--- src/rtl/decoder_arb_pkg.sv ---
// Shared constants and helpers for the 8-way round-robin decoder arbiter.
// Holds the requester count, index width, FSM encoding and the 3:8 decode.
package decoder_arb_pkg;

    localparam int N_REQ        = 8;
    localparam int IDX_W        = 3;
    localparam int HOLD_MAX_DEF = 16;

    localparam logic ST_IDLE  = 1'b0;
    localparam logic ST_GRANT = 1'b1;

    function automatic logic [N_REQ-1:0] dec8(input logic [IDX_W-1:0] idx);
        logic [N_REQ-1:0] r;
        r      = '0;
        r[idx] = 1'b1;
        return r;
    endfunction

endpackage

--- src/rtl/rr_pick.sv ---
// Rotating-priority picker: first set req bit scanning ptr, ptr+1, ...
// wrapping 7->0. Purely combinational.
module rr_pick
    import decoder_arb_pkg::*;
(
    input  logic [N_REQ-1:0] req,
    input  logic [IDX_W-1:0] ptr,
    output logic             any,
    output logic [IDX_W-1:0] idx
);

    logic [IDX_W-1:0] cand;

    // Scan from the far end so the lowest offset from ptr is written last.
    always_comb begin
        any  = 1'b0;
        idx  = '0;
        cand = '0;
        for (int i = N_REQ - 1; i >= 0; i--) begin
            cand = ptr + IDX_W'(i);
            if (req[cand]) begin
                any = 1'b1;
                idx = cand;
            end
        end
    end

endmodule

--- config.mk ---
export PLATFORM = sky130hd
export DESIGN_NAME = rr_pick
export DESIGN_NICKNAME = d
export VERILOG_FILES = /design/src/rtl/decoder_arb_pkg.sv /design/src/rtl/rr_pick.sv
export SDC_FILE = /design/constraint.sdc
export NUM_CORES = 1
export LEC_CHECK = 0
export ABC_AREA = 1
export CAP_MARGIN = 30
export CELL_PAD_IN_SITES_DETAIL_PLACEMENT = 1
export CELL_PAD_IN_SITES_GLOBAL_PLACEMENT = 1
export CORE_ASPECT_RATIO = 0.7
export CORE_UTILIZATION = 34
export DETAILED_ROUTE_END_ITERATION = 8
export GPL_TIMING_DRIVEN = 0
export PLACE_DENSITY_LB_ADDON = 0.05
export SYNTH_ARGS = -nofsm -noshare
export SYNTH_HDL_FRONTEND = slang
export SYNTH_SLANG_ARGS = --single-unit
--- constraint.sdc ---
create_clock -name vclk -period 2.19
set_input_delay 0.438 -clock vclk [all_inputs]
set_output_delay 0.438 -clock vclk [all_outputs]
set_load 0.005 [all_outputs]
# Word level (Yosys, flattened, before mapping)
# Cells that the tools add are included.
[op_classes]
n_mux = 32
magnitude_cmp = 8
add_sub_neg = 7
[ops]
columns = ["cell", "count"]
rows = [
  ["< comparator 3 x 4 -> 1 bit, second input constant", 8],
  ["binary-select mux 1 bit (select 3 bit)", 8],
  ["2-to-1 mux 3 bit", 8],
  ["2-to-1 mux 1 bit", 16],
  ["adder 3 bit, second input constant", 4],
  ["adder 3 x 2 -> 3 bit, second input constant", 2],
  ["adder 3 x 1 -> 3 bit, second input constant", 1],
]
[totals]
word_cells = 47
in_bits = 11
out_inout_bits = 4
regBits = 0

# Logic depth before layout (Yosys ltp)
[logic_depth]
ltp_word = 11
mapped_depth = 16
ltp_nobuf = 15

# Worst setup path after synthesis
# OpenSTA, ideal clock, no wires.
[synth_path]
kind = "in2out"
from = "input ptr[0]"
to = "output idx[0]"
path_buffers = 2
t_required_ns = 1.752
setup_slack_ns = -0.122
arrival_ns = 1.874
path_stages = 14
cell_sequence = "buf_6 -> inv_8 -> ha_1 -> buf_4 -> inv_2 -> nand3_2 -> and2_4 -> nand2_4 -> nand2_4 -> nor2_4 -> inv_2 -> o21ai_2 -> nand2_1 -> o21ai_1"
[synth_via]
elab_chain_len = 11
word_cells_on_any_way = 31
classes_between = "7 x add/sub; 24 x mux"
[synth_rtl]
columns = ["element", "line_no", "source"]
rows = [
  ["from (decl)", "rr_pick.sv:7", "input logic [IDX_W-1:0] ptr,"],
  ["adder 3 bit", "rr_pick.sv:20", "cand = ptr + IDX_W'(i);"],
  ["binary-select mux 1 bit (select 3 bit)", "rr_pick.sv:21", "if (req[cand]) begin"],
  ["2-to-1 mux 1 bit (implied by the code)", "rr_pick.sv:21", ""],
  ["2-to-1 mux 3 bit (7 in a row)", "rr_pick.sv:21", ""],
  ["2-to-1 mux 3 bit *", "rr_pick.sv:21", ""],
  ["to (decl)", "rr_pick.sv:9", "output logic [IDX_W-1:0] idx"],
]
# Every way passes the cells marked *; elsewhere a longest branch is shown, timed or not. The select of a mux whose other input is x is not followed.

# Worst setup path in the final report
[layout_path]
from = "input ptr[1]"
to = "output idx[0]"
# Same word-level chain as after synthesis.

==> reports/qor.yml <==
global_route:
  met1_usage: 0.462
  grt_util_met2: 0.698
  overflow: 0
  antenna_found_initial: 0
  grt_pass1_vias: 1136
  grt_util_all_layers: 0.376
  grt_max_degree: 10
  grt_most_used_layer: "met2"
  grt_pass1_wl_um: 6230
  grt_use_met3: 0.0505
timing:
  tightest_slew_ps: 311
  max-slew-margin-rel: 0.792
  fin_crit_ps: 2630
  finalMaxSlewViolations: 0
  final.setup.worst_slack_ps: -436
  hold_violations: 0
  fin_hold_ws_ps: 1280
  fmax_mhz: 381
  finalCritPeriodShare: 1.20
  rsz0062_at_grt: "yes"
  setup_viol_count_final: 4
synth:
  yosys.area.top_type: "nand3_2"
  synth_top_family_by_area: "simple AND/OR/NAND/NOR gates"
  synth.area.top_cells: "nand3_2 18%, nand2_1 17%, nand3_1 16%"
  ys_types: 24
  muxShareOfSynthArea: 0
  synth-simple-area-share: 0.707
  synth_cells: 122
  synth_top_area_share: 0.176
  synth_xor_area_frac: 0.0372
  synth_compound_area_frac: 0.0863
  synth_fa_ha_area_frac: 0.0338
  syn_area_um2: 739
  ys_seq_area_frac: 0
  synth_nets: 135
  avgSynthCellArea_um2: 6.06
  ys_warn_count: 0
outcome:
  outcome: "complete, but fails checks"
  violations: "DRC, setup timing"
hold_path:
  worstHoldStart: "ptr[2]"
  hp-class: "input port to output pin"
power_and_ir_drop:
  power_density_nw_per_um2: 384
  vdd.ir_drop.worst_mv: 0.181
  static-leakage-power_nw: 0.609
routing:
  viasPerCell: 6.50
  drt.antenna.violating_nets: 0
  routed_wirelength_um: 4520
  firstDrtPassIters: 6
  drtIter0Drc: 100
  wire_per_inst_um: 25.8
  via_count: 1137
  drc: 1
place:
  dp.cells: 158
  port-buffer-count: 14
  gp_congestion: 0.879
  post-dp-hpwl_um: 2100
cells_and_area:
  area_delta_synth_final_pct: 79.7
  seq_cells: 0
  regArea_um2: 0
  num_antenna_cells: 0
  final_nets: 168
  stdcell_count: 175
  nClkBuffers: 0
  layout-drive-gt1-share: 0.686
  fillCellCount: 236
critical_path:
  crit_type: "input port to output pin"
  critPathLaunchType: "input port"
  required_ps: 1750
  path_buf_inv: 6
  critical_path.slowest_cell: "a31oi_1"
  crit_start: "ptr[1]"
  critical_path_arrival_ps: 2190
  critPathTopFamily: "buffers and inverters"
  cp_max_fo: 4
  end_kind: "output pin"
  cpPeakStageDelay_ps: 290
  path_cells: "buf_6, buf_8, inv_8, ha_4, buf_12, nand3_4, nand3_2, buf_4, a31oi_1, o21ai_4, o21ai_1, buf_2"
die:
  die_w_um: 57.7
  initial_utilization: 0.379
  die_area_um2: 2370
  rows: 13
  pin_count: 15
  core_um2: 1950
  die_y_um: 41.0
job:
  maxCapViolCount: 0
## synthesized netlist by cell type
cell type / n
and2_4: 1
o21ai_2: 1
buf_4: 1
nor2_4: 1
nand2_4: 3
buf_6: 3
nand2_1: 33
inv_8: 1
nor2_2: 1
nand2_2: 11
inv_4: 1
a21oi_1: 7
o21ai_1: 1
xnor2_4: 1
inv_1: 5
a21oi_2: 1
nand3_2: 13
nor2_1: 2
nand3_1: 24
nand4_1: 1
inv_2: 6
a31oi_1: 1
ha_1: 2
nor4_1: 1
## cells by family after synthesis
logic type,count (synthesis)
fa+ha+maj,2
compound gates,11
xor+xnor,1
buf+inv,17
simple gates,91
## layer usage
metal  share of wire  vias to the layer above
li1                -                      473
met1            0.41                      576
met2            0.48                       67
met3           0.071                       21
met4           0.038                        0
met5               0                        -
## worst paths after layout
path	to	slack, ps	cells after the start
setup / recovery	idx[0]	-440	12
hold / removal	idx[2]	1280	4
## report_power, final
part / switching (mW) / leakage (nW) / total, mW / internal [mW]
Sequential: 0 / 0 / 0 / 0
Combinational: 0.306 / 0.609 / 0.510 / 0.204
Clock: 0 / 0 / 0 / 0
## final cells by class
class	count	area, um2	area share
plain buffers	3	41.3	0.0311
inverters	13	78.8	0.0593
repair buffers	32	299	0.225
well taps	22	27.5	0.0207
multi-input cells	105	882	0.664
## per-stage QoR
stage	power [mW]	utilization	cell area (um2)	TNS, ps	setup WS, ps
after CTS	0.407	0.625	1220	-755	-236
after global routing	0.526	0.681	1330	-1560	-448
after global placement	0.302	0.479	936	-4410	-1210
after floorplan	0.219	-	768	0	0.319
after detailed placement	0.313	0.479	936	-4620	-1260
final	0.510	0.681	1330	-1340	-436
## what timing repair did
item | 4_1_cts | 5_1_grt
hold buffers | 0 | 0
buffers inserted | 18 | 0
pin swaps | 18 | 10
resized for setup | 75 | 21
endpoints found under the setup margin | 4 | 4
## tightest hold or removal path: cells and delay by family
family,cells,cell delay (ps)
buf+inv,2,250
simple gates,2,150
## layout by cell type, fill, tap and decap left out, drive strengths merged
master / count
xnor2: 1
ha: 2
inv: 13
o21ai: 2
and2: 1
a21oi: 8
a31oi: 1
nand3: 37
nor2: 4
nand2: 47
buf: 27
nand4: 1
dlygate4sd2: 8
nor4: 1
Power figures use the tool's default switching activity.
